### src/rtl/apb_rr_arbiter_if.sv
// Bundle of signals between apb_rr_arbiter and its environment.
//   Requester side : req_valid/req_write/req_addr/req_wdata in, req_ready out,
//                    rsp_valid/rsp_id/rsp_rdata/rsp_err out.
//   APB side       : PSELx/PENABLE/PWRITE/PADDR/PWDATA out, PREADY/PRDATA/PSLVERR in.
// Modports:
//   master - the arbiter itself (APB master, command consumer).
//   slave  - everything around it (requesters and the APB slave regions).
interface apb_rr_arbiter_if #(
    parameter int NUM_REQ = 4,
    parameter int ADDR_W  = 32,
    parameter int DATA_W  = 32
);
    localparam int ID_W = (NUM_REQ > 1) ? $clog2(NUM_REQ) : 1;

    logic [NUM_REQ-1:0]        req_valid;
    logic [NUM_REQ-1:0]        req_write;
    logic [NUM_REQ*ADDR_W-1:0] req_addr;
    logic [NUM_REQ*DATA_W-1:0] req_wdata;
    logic [NUM_REQ-1:0]        req_ready;

    logic                      rsp_valid;
    logic [ID_W-1:0]           rsp_id;
    logic [DATA_W-1:0]         rsp_rdata;
    logic                      rsp_err;

    logic [1:0]                PSELx;
    logic                      PENABLE;
    logic                      PWRITE;
    logic [ADDR_W-1:0]         PADDR;
    logic [DATA_W-1:0]         PWDATA;
    logic                      PREADY;
    logic [DATA_W-1:0]         PRDATA;
    logic                      PSLVERR;

    modport master (
        input  req_valid, req_write, req_addr, req_wdata,
        output req_ready,
        output rsp_valid, rsp_id, rsp_rdata, rsp_err,
        output PSELx, PENABLE, PWRITE, PADDR, PWDATA,
        input  PREADY, PRDATA, PSLVERR
    );

    modport slave (
        output req_valid, req_write, req_addr, req_wdata,
        input  req_ready,
        input  rsp_valid, rsp_id, rsp_rdata, rsp_err,
        input  PSELx, PENABLE, PWRITE, PADDR, PWDATA,
        output PREADY, PRDATA, PSLVERR
    );
endinterface

### src/rtl/apb_rr_arbiter.sv
// Round-robin arbiter that shares one APB bus between NUM_REQ requesters.
// One command is captured per transfer and run through APB SETUP/ACCESS; the
// result is returned as a one-cycle rsp_valid pulse tagged with the requester
// index. An ACCESS phase that sees no PREADY for TIMEOUT cycles is aborted
// with rsp_err=1 (TIMEOUT=0 disables this).
// Ports:
//   PCLK    - APB clock
//   PRESETn - asynchronous active-low reset
//   bus     - apb_rr_arbiter_if.master: requester command/response signals
//             and the APB master signals (PSELx[0] for PADDR MSB 0,
//             PSELx[1] for PADDR MSB 1)
module apb_rr_arbiter #(
    parameter int NUM_REQ = 4,
    parameter int ADDR_W  = 32,
    parameter int DATA_W  = 32,
    parameter int TIMEOUT = 16
) (
    input  logic                  PCLK,
    input  logic                  PRESETn,
    apb_rr_arbiter_if.master      bus
);
    localparam int ID_W  = (NUM_REQ > 1) ? $clog2(NUM_REQ) : 1;
    localparam int CNT_W = (TIMEOUT > 1) ? $clog2(TIMEOUT) : 1;
    localparam logic [CNT_W-1:0] TMO_LAST = CNT_W'((TIMEOUT > 0) ? TIMEOUT - 1 : 0);
    localparam logic [ID_W:0]    NUM_REQ_W = (ID_W + 1)'(NUM_REQ);

    typedef enum logic [1:0] {
        ST_IDLE   = 2'd0,
        ST_SETUP  = 2'd1,
        ST_ACCESS = 2'd2
    } state_t;

    state_t              state_reg, state_next;
    logic [ID_W-1:0]     ptr_reg;
    logic [ID_W-1:0]     cmd_id_reg;
    logic                cmd_write_reg;
    logic [ADDR_W-1:0]   cmd_addr_reg;
    logic [DATA_W-1:0]   cmd_wdata_reg;
    logic [CNT_W-1:0]    tmo_cnt_reg;
    logic                rsp_valid_reg;
    logic [ID_W-1:0]     rsp_id_reg;
    logic [DATA_W-1:0]   rsp_rdata_reg;
    logic                rsp_err_reg;

    // ------------------------------------------------------------------
    // Round-robin grant: rotate req_valid so ptr_reg lands on bit 0, pick
    // the lowest set bit, then rotate the index back.
    // ------------------------------------------------------------------
    logic [2*NUM_REQ-1:0] rot_wide;
    logic [ID_W-1:0]      first_hit;
    logic                 any_req;
    logic [ID_W:0]        grant_sum;
    logic [ID_W-1:0]      grant_idx;
    logic [ID_W:0]        ptr_sum;
    logic [ID_W-1:0]      ptr_next;

    assign rot_wide = {bus.req_valid, bus.req_valid} >> ptr_reg;
    assign any_req  = |bus.req_valid;

    always_comb begin
        first_hit = '0;
        for (int k = NUM_REQ - 1; k >= 0; k--) begin
            if (rot_wide[k]) begin
                first_hit = ID_W'(k);
            end
        end
    end

    assign grant_sum = {1'b0, ptr_reg} + {1'b0, first_hit};
    assign grant_idx = (grant_sum >= NUM_REQ_W) ? ID_W'(grant_sum - NUM_REQ_W)
                                                : ID_W'(grant_sum);
    assign ptr_sum   = {1'b0, grant_idx} + (ID_W + 1)'(1);
    assign ptr_next  = (ptr_sum >= NUM_REQ_W) ? '0 : ID_W'(ptr_sum);

    // ------------------------------------------------------------------
    // Completion and arbitration point
    // ------------------------------------------------------------------
    logic in_access;
    logic tmo_hit;
    logic xfer_done;
    logic arb_point;
    logic grant_fire;

    assign in_access  = (state_reg == ST_ACCESS);
    assign tmo_hit    = (TIMEOUT != 0) && (tmo_cnt_reg == TMO_LAST);
    // PREADY wins over a timeout landing in the same cycle.
    assign xfer_done  = in_access && (bus.PREADY || tmo_hit);
    assign arb_point  = (state_reg == ST_IDLE) || xfer_done;
    assign grant_fire = arb_point && any_req;

    // Reset also masks the combinational accept strobe so every output is
    // quiet while PRESETn is low.
    genvar gi;
    generate
        for (gi = 0; gi < NUM_REQ; gi++) begin : g_ready
            assign bus.req_ready[gi] = PRESETn && grant_fire && (grant_idx == ID_W'(gi));
        end
    endgenerate

    // ------------------------------------------------------------------
    // FSM
    // ------------------------------------------------------------------
    always_ff @(posedge PCLK or negedge PRESETn) begin
        if (!PRESETn) begin
            state_reg <= ST_IDLE;
        end else begin
            state_reg <= state_next;
        end
    end

    always_comb begin
        state_next = state_reg;
        case (state_reg)
            ST_IDLE:   state_next = any_req ? ST_SETUP : ST_IDLE;
            ST_SETUP:  state_next = ST_ACCESS;
            ST_ACCESS: begin
                if (xfer_done) begin
                    state_next = any_req ? ST_SETUP : ST_IDLE;
                end
            end
            default:   state_next = ST_IDLE;
        endcase
    end

    // ------------------------------------------------------------------
    // Command capture, rr pointer and timeout counter
    // ------------------------------------------------------------------
    always_ff @(posedge PCLK or negedge PRESETn) begin
        if (!PRESETn) begin
            ptr_reg       <= '0;
            cmd_id_reg    <= '0;
            cmd_write_reg <= 1'b0;
            cmd_addr_reg  <= '0;
            cmd_wdata_reg <= '0;
            tmo_cnt_reg   <= '0;
        end else begin
            if (grant_fire) begin
                ptr_reg       <= ptr_next;
                cmd_id_reg    <= grant_idx;
                cmd_write_reg <= bus.req_write[grant_idx];
                cmd_addr_reg  <= bus.req_addr[grant_idx*ADDR_W +: ADDR_W];
                cmd_wdata_reg <= bus.req_wdata[grant_idx*DATA_W +: DATA_W];
            end
            if (state_reg == ST_SETUP) begin
                tmo_cnt_reg <= '0;
            end else if (in_access && !bus.PREADY) begin
                tmo_cnt_reg <= tmo_cnt_reg + CNT_W'(1);
            end
        end
    end

    // ------------------------------------------------------------------
    // Response: pulse the cycle after completion, payload held until the
    // next pulse.
    // ------------------------------------------------------------------
    always_ff @(posedge PCLK or negedge PRESETn) begin
        if (!PRESETn) begin
            rsp_valid_reg <= 1'b0;
            rsp_id_reg    <= '0;
            rsp_rdata_reg <= '0;
            rsp_err_reg   <= 1'b0;
        end else begin
            rsp_valid_reg <= xfer_done;
            if (xfer_done) begin
                rsp_id_reg    <= cmd_id_reg;
                // Without PREADY the completion is a timeout: PSLVERR is not
                // valid then, and no read data is returned.
                rsp_err_reg   <= bus.PREADY ? bus.PSLVERR : 1'b1;
                rsp_rdata_reg <= (bus.PREADY && !cmd_write_reg) ? bus.PRDATA : '0;
            end
        end
    end

    assign bus.rsp_valid = rsp_valid_reg;
    assign bus.rsp_id    = rsp_id_reg;
    assign bus.rsp_rdata = rsp_rdata_reg;
    assign bus.rsp_err   = rsp_err_reg;

    // ------------------------------------------------------------------
    // APB outputs: all zero in IDLE, otherwise driven from the captured
    // command. ACCESS -> SETUP back-to-back keeps PSEL up when the slave
    // region does not change.
    // ------------------------------------------------------------------
    always_comb begin
        bus.PSELx   = 2'b00;
        bus.PENABLE = 1'b0;
        bus.PWRITE  = 1'b0;
        bus.PADDR   = '0;
        bus.PWDATA  = '0;
        if (state_reg != ST_IDLE) begin
            bus.PSELx   = cmd_addr_reg[ADDR_W-1] ? 2'b10 : 2'b01;
            bus.PENABLE = in_access;
            bus.PWRITE  = cmd_write_reg;
            bus.PADDR   = cmd_addr_reg;
            bus.PWDATA  = cmd_write_reg ? cmd_wdata_reg : '0;
        end
    end
endmodule

### src/flat_wrapper.sv
// flat-port wrapper written by rule: the top's interface ports become plain ports
module apb_rr_arbiter_flat 
#(
    parameter int NUM_REQ = 4,
    parameter int ADDR_W  = 32,
    parameter int DATA_W  = 32,
    parameter int TIMEOUT = 16
)
  (PCLK, PRESETn, bus_req_valid, bus_req_write, bus_req_addr, bus_req_wdata, bus_req_ready, bus_rsp_valid, bus_rsp_id, bus_rsp_rdata, bus_rsp_err, bus_PSELx, bus_PENABLE, bus_PWRITE, bus_PADDR, bus_PWDATA, bus_PREADY, bus_PRDATA, bus_PSLVERR);
  apb_rr_arbiter_if #(.NUM_REQ(NUM_REQ), .ADDR_W(ADDR_W), .DATA_W(DATA_W)) bus_i ();
  input  logic PCLK;
  input  logic PRESETn;
  input wire logic [$bits(bus_i.req_valid)-1:0] bus_req_valid;
  input wire logic [$bits(bus_i.req_write)-1:0] bus_req_write;
  input wire logic [$bits(bus_i.req_addr)-1:0] bus_req_addr;
  input wire logic [$bits(bus_i.req_wdata)-1:0] bus_req_wdata;
  output wire logic [$bits(bus_i.req_ready)-1:0] bus_req_ready;
  output wire logic [$bits(bus_i.rsp_valid)-1:0] bus_rsp_valid;
  output wire logic [$bits(bus_i.rsp_id)-1:0] bus_rsp_id;
  output wire logic [$bits(bus_i.rsp_rdata)-1:0] bus_rsp_rdata;
  output wire logic [$bits(bus_i.rsp_err)-1:0] bus_rsp_err;
  output wire logic [$bits(bus_i.PSELx)-1:0] bus_PSELx;
  output wire logic [$bits(bus_i.PENABLE)-1:0] bus_PENABLE;
  output wire logic [$bits(bus_i.PWRITE)-1:0] bus_PWRITE;
  output wire logic [$bits(bus_i.PADDR)-1:0] bus_PADDR;
  output wire logic [$bits(bus_i.PWDATA)-1:0] bus_PWDATA;
  input wire logic [$bits(bus_i.PREADY)-1:0] bus_PREADY;
  input wire logic [$bits(bus_i.PRDATA)-1:0] bus_PRDATA;
  input wire logic [$bits(bus_i.PSLVERR)-1:0] bus_PSLVERR;
  assign bus_i.req_valid = bus_req_valid;
  assign bus_i.req_write = bus_req_write;
  assign bus_i.req_addr = bus_req_addr;
  assign bus_i.req_wdata = bus_req_wdata;
  assign bus_req_ready = bus_i.req_ready;
  assign bus_rsp_valid = bus_i.rsp_valid;
  assign bus_rsp_id = bus_i.rsp_id;
  assign bus_rsp_rdata = bus_i.rsp_rdata;
  assign bus_rsp_err = bus_i.rsp_err;
  assign bus_PSELx = bus_i.PSELx;
  assign bus_PENABLE = bus_i.PENABLE;
  assign bus_PWRITE = bus_i.PWRITE;
  assign bus_PADDR = bus_i.PADDR;
  assign bus_PWDATA = bus_i.PWDATA;
  assign bus_i.PREADY = bus_PREADY;
  assign bus_i.PRDATA = bus_PRDATA;
  assign bus_i.PSLVERR = bus_PSLVERR;
  apb_rr_arbiter #(.NUM_REQ(NUM_REQ), .ADDR_W(ADDR_W), .DATA_W(DATA_W), .TIMEOUT(TIMEOUT)) u_core (.PCLK(PCLK), .PRESETn(PRESETn), .bus(bus_i));
endmodule
### config.mk
export PLATFORM = sky130hd
export DESIGN_NAME = apb_rr_arbiter_flat
export DESIGN_NICKNAME = d
export VERILOG_FILES = /design/src/rtl/apb_rr_arbiter_if.sv /design/src/rtl/apb_rr_arbiter.sv /design/src/flat_wrapper.sv
export SDC_FILE = /design/constraint.sdc
export NUM_CORES = 1
export LEC_CHECK = 0
export ABC_CLOCK_PERIOD_IN_PS = 7050
export BUFFER_PORTS_ARGS = -buffer_cell sky130_fd_sc_hd__buf_2
export CORE_AREA = 2 2 158 160
export DETAILED_ROUTE_END_ITERATION = 16
export DIE_AREA = 0 0 160 162
export PLACE_DENSITY_LB_ADDON = 0.05
export SLEW_MARGIN = 20
export SYNTH_ARGS = -nofsm -noshare
export SYNTH_HDL_FRONTEND = slang
export SYNTH_SLANG_ARGS = --single-unit
export TNS_END_PERCENT = 10
### constraint.sdc
create_clock -name PCLK -period 7.05 [get_ports PCLK]
set_input_delay 0 -clock PCLK [delete_from_list [all_inputs] [get_ports PCLK]]
set_output_delay 0 -clock PCLK [all_outputs]
set_load 0.03 [all_outputs]
# --- Word-level counts from Yosys, hierarchy flattened ---
# Index checks and enable logic that the tools add are counted.
totals:
  register_bits: 111
  in_bits: 300
  output_inout_bits: 108
  elab_cells: 68
op_classes:
  add_sub_neg: 4
  n_lt_le_gt_ge: 3
  eq_ne: 7
  shifts: 3
  mux: 22
  reduce_logical: 18
op_table:
  columns: ["op", "count"]
  rows:
  - ["$shiftx A128 B8 Y32", 2]
  - ["$mux W32", 4]
  - ["$mux W2", 9]
  - ["$logic_and A1 B1 Y1", 9]
  - ["$mux W4", 2]
  - ["$shr A8 B2 Y4", 1]
  - ["$eq A2 B2 Y1 const B", 3]
  - ["$ge A3 B3 Y1 const B", 2]
  - ["$pmux W2 S3", 1]
  - ["$mux W1", 5]
  - ["$add A4 B1 Y4 const B", 1]
  - ["$eq A2 B1 Y1 const B", 2]
  - ["$eq A4 B4 Y1 const B", 1]
  - ["$logic_not A2 Y1", 2]
  - ["$reduce_bool A2 Y1", 2]
  - ["$reduce_or A4 Y1", 1]
  - ["$add A2 B1 Y3 const B", 1]
  - ["$add A2 B2 Y3", 1]
  - ["$lt A2 B3 Y1 const B", 1]
  - ["$bmux W1 S2", 1]
  - ["$logic_not A1 Y1", 2]
  - ["$logic_or A1 B1 Y1", 2]
  - ["$ne A2 B2 Y1 const B", 1]
  - ["$sub A2 B1 Y2 const B", 1]

# --- Depth between registers and ports, before layout ---
depth:
  word_depth: 11
  ltp_mapped: 15
  ltp_nobuf: 12

# --- Worst setup path after synthesis ---
# OpenSTA, ideal clock, no wires.
synth_path:
  path_kind: "register to register"
  startpoint: "reg u_core.ptr_reg[1]"
  endpoint: "reg u_core.cmd_addr_reg[12]"
  setup_ps: 140
  t_arrival_ps: 2489
  path_slack_ps: 4421
  path_stages_with_launch: 15
  path_buffers: 4
  period_less_slack_ps: 2629
  cell_sequence: "dfrtp_1 buf_6 nand2_1 a21oi_1 nor2_1 a211oi_1 a21oi_1 ha_1 buf_2 buf_2 buf_1 mux2i_1 nor2_1 o21ai_0 o311ai_2"
synth_via:
  elab_chain_cells: 9
  elab_cells_between_ends: 10
  classes_between: "add/sub: 2; order compare: 1; shift: 2; mux: 5"
synth_rtl:
  columns: ["element", "line", "rtl"]
  rows:
  - ["start: declaration", "apb_rr_arbiter.sv:34", "logic [ID_W-1:0] ptr_reg;"]
  - ["start signal: assignment", "apb_rr_arbiter.sv:138", "ptr_reg <= ptr_next;"]
  - ["$shr A8 B2 Y4", "apb_rr_arbiter.sv:57", "assign rot_wide = {bus.req_valid, bus.req_valid} >> ptr_reg;"]
  - ["$mux W2 (4 in series)", "apb_rr_arbiter.sv:63", "if (rot_wide[k]) begin"]
  - ["$add A2 B2 Y3 *", "apb_rr_arbiter.sv:69", "assign grant_sum = {1'b0, ptr_reg} + {1'b0, first_hit};"]
  - ["$ge A3 B3 Y1 or $sub A2 B1 Y2 (tied branches)", "apb_rr_arbiter.sv:70", "assign grant_idx = (grant_sum >= NUM_REQ_W) ? ID_W'(grant_sum - NUM_REQ_W)"]
  - ["$mux W2 *", "apb_rr_arbiter.sv:70", null]
  - ["net u_core.grant_idx[0]", "apb_rr_arbiter.sv:53", "logic [ID_W-1:0] grant_idx;"]
  - ["$shiftx A128 B8 Y32 *", "apb_rr_arbiter.sv:141", "cmd_addr_reg <= bus.req_addr[grant_idx*ADDR_W +: ADDR_W];"]
  - ["end signal: assignment", "apb_rr_arbiter.sv:141", null]
  - ["end: declaration", "apb_rr_arbiter.sv:37", "logic [ADDR_W-1:0] cmd_addr_reg;"]
# Mark *: on every way through the listed nets, which the timed path passes. The rest lies on a longest branch.
# A chain may end at the register's enable or synchronous reset.

# --- Worst setup path in the final report ---
layout_path:
  startpoint: "reg u_core.ptr_reg[1]"
  endpoint: "out bus_req_ready[2]"
layout_via:
  elab_chain_cells: 10
  elab_cells_between_ends: 11
  classes_between: "add/sub: 2; order compare: 1; eq/ne: 1; shift: 1; mux: 5; reduce/logical: 1"
layout_rtl:
  columns: ["element", "line", "rtl"]
  rows:
  - ["$shr A8 B2 Y4", "apb_rr_arbiter.sv:57", null]
  - ["$mux W2 (4 in series)", "apb_rr_arbiter.sv:63", null]
  - ["$add A2 B2 Y3 *", "apb_rr_arbiter.sv:69", null]
  - ["$ge A3 B3 Y1 or $sub A2 B1 Y2 (tied branches)", "apb_rr_arbiter.sv:70", null]
  - ["$mux W2 *", "apb_rr_arbiter.sv:70", null]
  - ["$eq A2 B2 Y1 *", "apb_rr_arbiter.sv:96", "assign bus.req_ready[gi] = PRESETn && grant_fire && (grant_idx == ID_W'(gi));"]
  - ["$logic_and A1 B1 Y1 *", "apb_rr_arbiter.sv:96", null]
  - ["end: declaration", "flat_wrapper.sv:17", "output wire logic [$bits(bus_i.req_ready)-1:0] bus_req_ready;"]
# Every way passes the cells marked *; elsewhere a longest branch is shown, timed or not.

==> results list <==
- The worst setup path is captured at a primary output.
* Number of nets still failing antenna checks after routing: 0
* Layout Cells excl Fill: 1,551
- The clock period could shrink to 4501 ps.
- Normalized max-slew margin: 0.3201
- At the placement stage, the worst setup path has a slack of 2859 ps.
- Logic pwr share: 0.685
* Vias post-DR: 7,440
* Register share of total power: 0.206
* Num rows: 57
* Floorplan die area: 0.02592 mm²
- Crit path top cell by count: a21oi_1
- The final number of hold-violating endpoints was 0.
- In the global route stage, overall resource usage came out at 0.1965.
* Post-synthesis cell type count: 37
* Net switching power: 2.793 mW
* Internal power summed over all cells: 2.598 mW
- Worst Path Buf+Inv: 3
- Net count of the mapped netlist: 1,136
* Largest fanout on the critical path: 68
- Routed WL per cell: 17.01 µm
* Core box area: 0.02411 mm²
- The number of antenna violations at the first check in global routing came to 0.
- Data on the critical path is required at its endpoint by 7050 ps.
- Of the cells placed in the final design, the portion with a size suffix greater than 1 is 0.3757.
- Number of fillers in the final layout: 2,595
- Once placement completed, the tool counted placed cells totaling 1,492.
- For this run, the post-layout net count is 1,525.
* Via count of the first global-routing pass: 7,276
- The slowest stage of the critical path is the or2_4 cell.
- Syn Std Cell Area: 0.007256 mm²
* Synthesized area divided by synthesized cell count: 8.710 µm²
- Maximum clock frequency: 222.2 MHz
- Worst slew pin tran: 1020 ps
- At the end of routability-driven placement, the weighted congestion stood at 0.7379.
- For this run the aggregate overflow at the end of global routing stands at 0.
- The worst setup path is launched from a register.
- Setup_tns: 0 ps
- Worst-case vdd ir drop: 0.0003240 V
* Source-to-sink clock delay at the later pin of the worst-skew pair: 360 ps
* Biggest area contributors in the synthesized netlist: dfrtp_1 38%, mux2i_1 18%, nand2_1 7.4%
- Setup violations remaining at the end of the flow were counted as 0.
* CTS clk-pin slew, worst paths: 80 ps
- Maximum number of pins on one net before global-route repair: 103
* Ratio of final minimum period to clock period: 0.6385
* First-pass GRT wire length: 40,580 µm
- Setup slack on the critical path of the routed design comes to 2549 ps.
* Horizontal die dimension: 160 µm
- The share of total power dissipated in the clock network is 0.109.
* Data arrival, critical path: 4500 ps
* N_diodes: 0
* IO buf count: 407
* Synthesized instance count: 833
* Final routed wirelength across all metal layers: 26,390 µm
- Number of I/O pins: 408
* Share of the yosys chip area belonging to registers: 0.3828
- Classification of the worst setup path: register to primary output
* First-pass iteration count of the detailed router: 4
* Syn. warnings: 0
- Depth of the CTS H-tree: 3
- DRC violations left: 0
- Relative to the synthesized area, the layout overhead comes to 41.08%.
* Top cell type's share of synthesized area: 0.3828
- Setup repair after global routing left no endpoint under its margin.
- Slowest cell delay on critical path: 870 ps
* Total of flip-flops plus latches after synthesis: 111
- In this run the vertical extent of the chip is 162 µm.
- The tightest hold path in the finished design has a slack of 9.478 ps.
- The tool flagged a number of max-cap violations equal to 0.
- The initial utilization of the core area, before any placement, comes to 0.3010.
- Traced cell by cell, the critical path runs through nand2_1 -> a21oi_1 -> nor2_1 -> a211oi_1 -> a21oi_1 -> ha_4 -> xnor2_1 -> and4_2 -> buf_4 -> or2_4 -> inv_1 -> ha_1 -> and3_1 -> buf_2.
- CTS root buf: clkbuf_16
* Library cell with the largest summed area after synthesis: dfrtp_1
- Quantity of gates resized following cts: 0
* P per Cell Area: 526.7 mW/mm²
- In the routed layout, each cell is associated on average with a via count of 4.797.
- Of the total power, the share spent switching nets is 0.5181.
* Result of the run: complete, no violations
* Path type of the worst min-delay path: input pin to register
* Number of sinks handled by clock tree synthesis: 111
- After the first detailed-routing iteration, the DRC count stood at 381.
- TritonCTS clock tree: built
* Total power: 5.392 mW
* Number of pins with negative max-slew slack in the final report: 0
- Final HPWL DP: 18,740 µm
* Setup clock skew after layout: 11.99 ps
* Number of buffers created by CTS: 9
- The analysis attributes to cell leakage a power of 5.500 nW.
- Counting along the longest clock path gives a buffer depth of 2.
* Delay-heaviest family, CP: simple AND/OR/NAND/NOR gates
cell usage after synthesis:
cell type	count
nand2_1	143
mux2i_1	131
dfrtp_1	111
nor2_1	74
o21ai_0	64
clkbuf_1	62
o311ai_1	48
nand3_1	37
and2_1	33
and3_1	33
o311ai_2	17
o21ai_1	13
buf_2	10
inv_1	8
a21oi_1	7
buf_1	6
nor2b_1	5
buf_6	4
ha_1	3
o211ai_1	3
a22oi_1	2
and3b_1	2
nor3_1	2
nor3b_2	2
a211o_1	1
a211oi_1	1
a21o_1	1
a31oi_1	1
and4_1	1
buf_4	1
clkinv_1	1
nand4_1	1
nor3b_1	1
nor4_1	1
o32a_1	1
or2_4	1
xnor2_1	1
final timing paths:
path                                                 startpoint                                    to  slack (ps)  depth (start not counted)
max                               u_core.ptr_reg[1]$_DFFE_PN0P_                      bus_req_ready[2]        2550                         14
min                                           bus_req_wdata[92]  u_core.cmd_wdata_reg[28]$_DFFE_PN0P_           9                          3
max reg2reg                       u_core.ptr_reg[1]$_DFFE_PN0P_         u_core.ptr_reg[1]$_DFFE_PN0P_        2910                         13
min reg2reg                u_core.bus.rsp_rdata[23]$_DFFE_PN0P_  u_core.bus.rsp_rdata[23]$_DFFE_PN0P_         460                          2
max in group asynchronous                               PRESETn   u_core.bus.rsp_rdata[3]$_DFFE_PN0P_        5490                          3
min in group asynchronous                               PRESETn   u_core.bus.rsp_rdata[6]$_DFFE_PN0P_         240                          2
area by class of cell:
| class | count | area [µm²] | area share |
|---|---|---|---|
| Clock buffer | 10 | 239.0 | 0.02335 |
| Clock inverter | 6 | 98.84 | 0.009656 |
| Inverter | 9 | 33.78 | 0.003300 |
| Multi-Input combinational cell | 630 | 4129 | 0.4034 |
| Sequential cell | 111 | 2778 | 0.2714 |
| Tap cell | 324 | 405.4 | 0.03960 |
| Timing Repair Buffer | 461 | 2552 | 0.2494 |
cell usage in the layout, fill, tap and decap left out, types with 8 or more instances in the layout:
cell type,instances
o311ai_1,48
dfrtp_1,111
mux2i_1,131
nor2_1,73
nand2_1,142
nand3_1,37
buf_4,12
o21ai_0,64
dlygate4sd3_1,43
clkbuf_16,9
inv_1,8
o21ai_1,13
o311ai_2,17
buf_2,406
and3_1,33
and2_1,33
power groups by stage:
stage | clock network [mW] | logic [mW] | registers [mW]
2_1_floorplan | 0 | 2.65 | 1.26
6_report | 0.586 | 3.69 | 1.11
3_3_place_gp | 0 | 3.72 | 1.12
3_5_place_dp | 0 | 3.72 | 1.13
4_1_cts | 0.608 | 3.76 | 1.11
5_1_grt | 0.637 | 4.02 | 1.16
worst min-delay path: cells and delay by family:
kind                   cells  cell delay, ps
AOI/OAI and AO/OA          1             100
buffers and inverters      1             100
muxes                      1             130
what timing repair did:
| item | CTS | global route |
|---|---|---|
| endpoints found under the hold margin | 94 | 0 |
| hold buffers | 43 | 0 |
| buffers inserted | 0 | 0 |
layer usage:
layer / GRT usage / part of all wire / vias to the layer above
li1: - / - / 3734
met1: 0.2515 / 0.44 / 3454
met2: 0.3481 / 0.50 / 242
met3: 0.03524 / 0.057 / 10
met4: 0.04136 / 0.0071 / 0
met5: 0 / 0 / -
kinds of logic (layout without fill, tap and decap cells):
| kind of cell | Yosys count | in the layout | share of synthesized area |
|---|---|---|---|
| AND/OR/NAND/NOR | 336 | 336 | 0.2114 |
| AO/OA/AOI/OAI | 159 | 159 | 0.1647 |
| multiplexers | 131 | 131 | 0.1807 |
| flip-flops | 111 | 111 | 0.3828 |
| buffers and inverters | 92 | 486 | 0.05397 |
| adder cells (fa/ha/maj) | 3 | 3 | 0.005174 |
| XOR/XNOR | 1 | 1 | 0.001207 |
stage by stage:
step,utilization,area (µm²)
after floorplan,-,7256
after global placement,0.3928,9468
after detailed placement,0.3928,9468
after CTS,0.4246,10240
after global routing,0.4246,10240
final,0.4246,10240
Power figures use the tool's default switching activity.
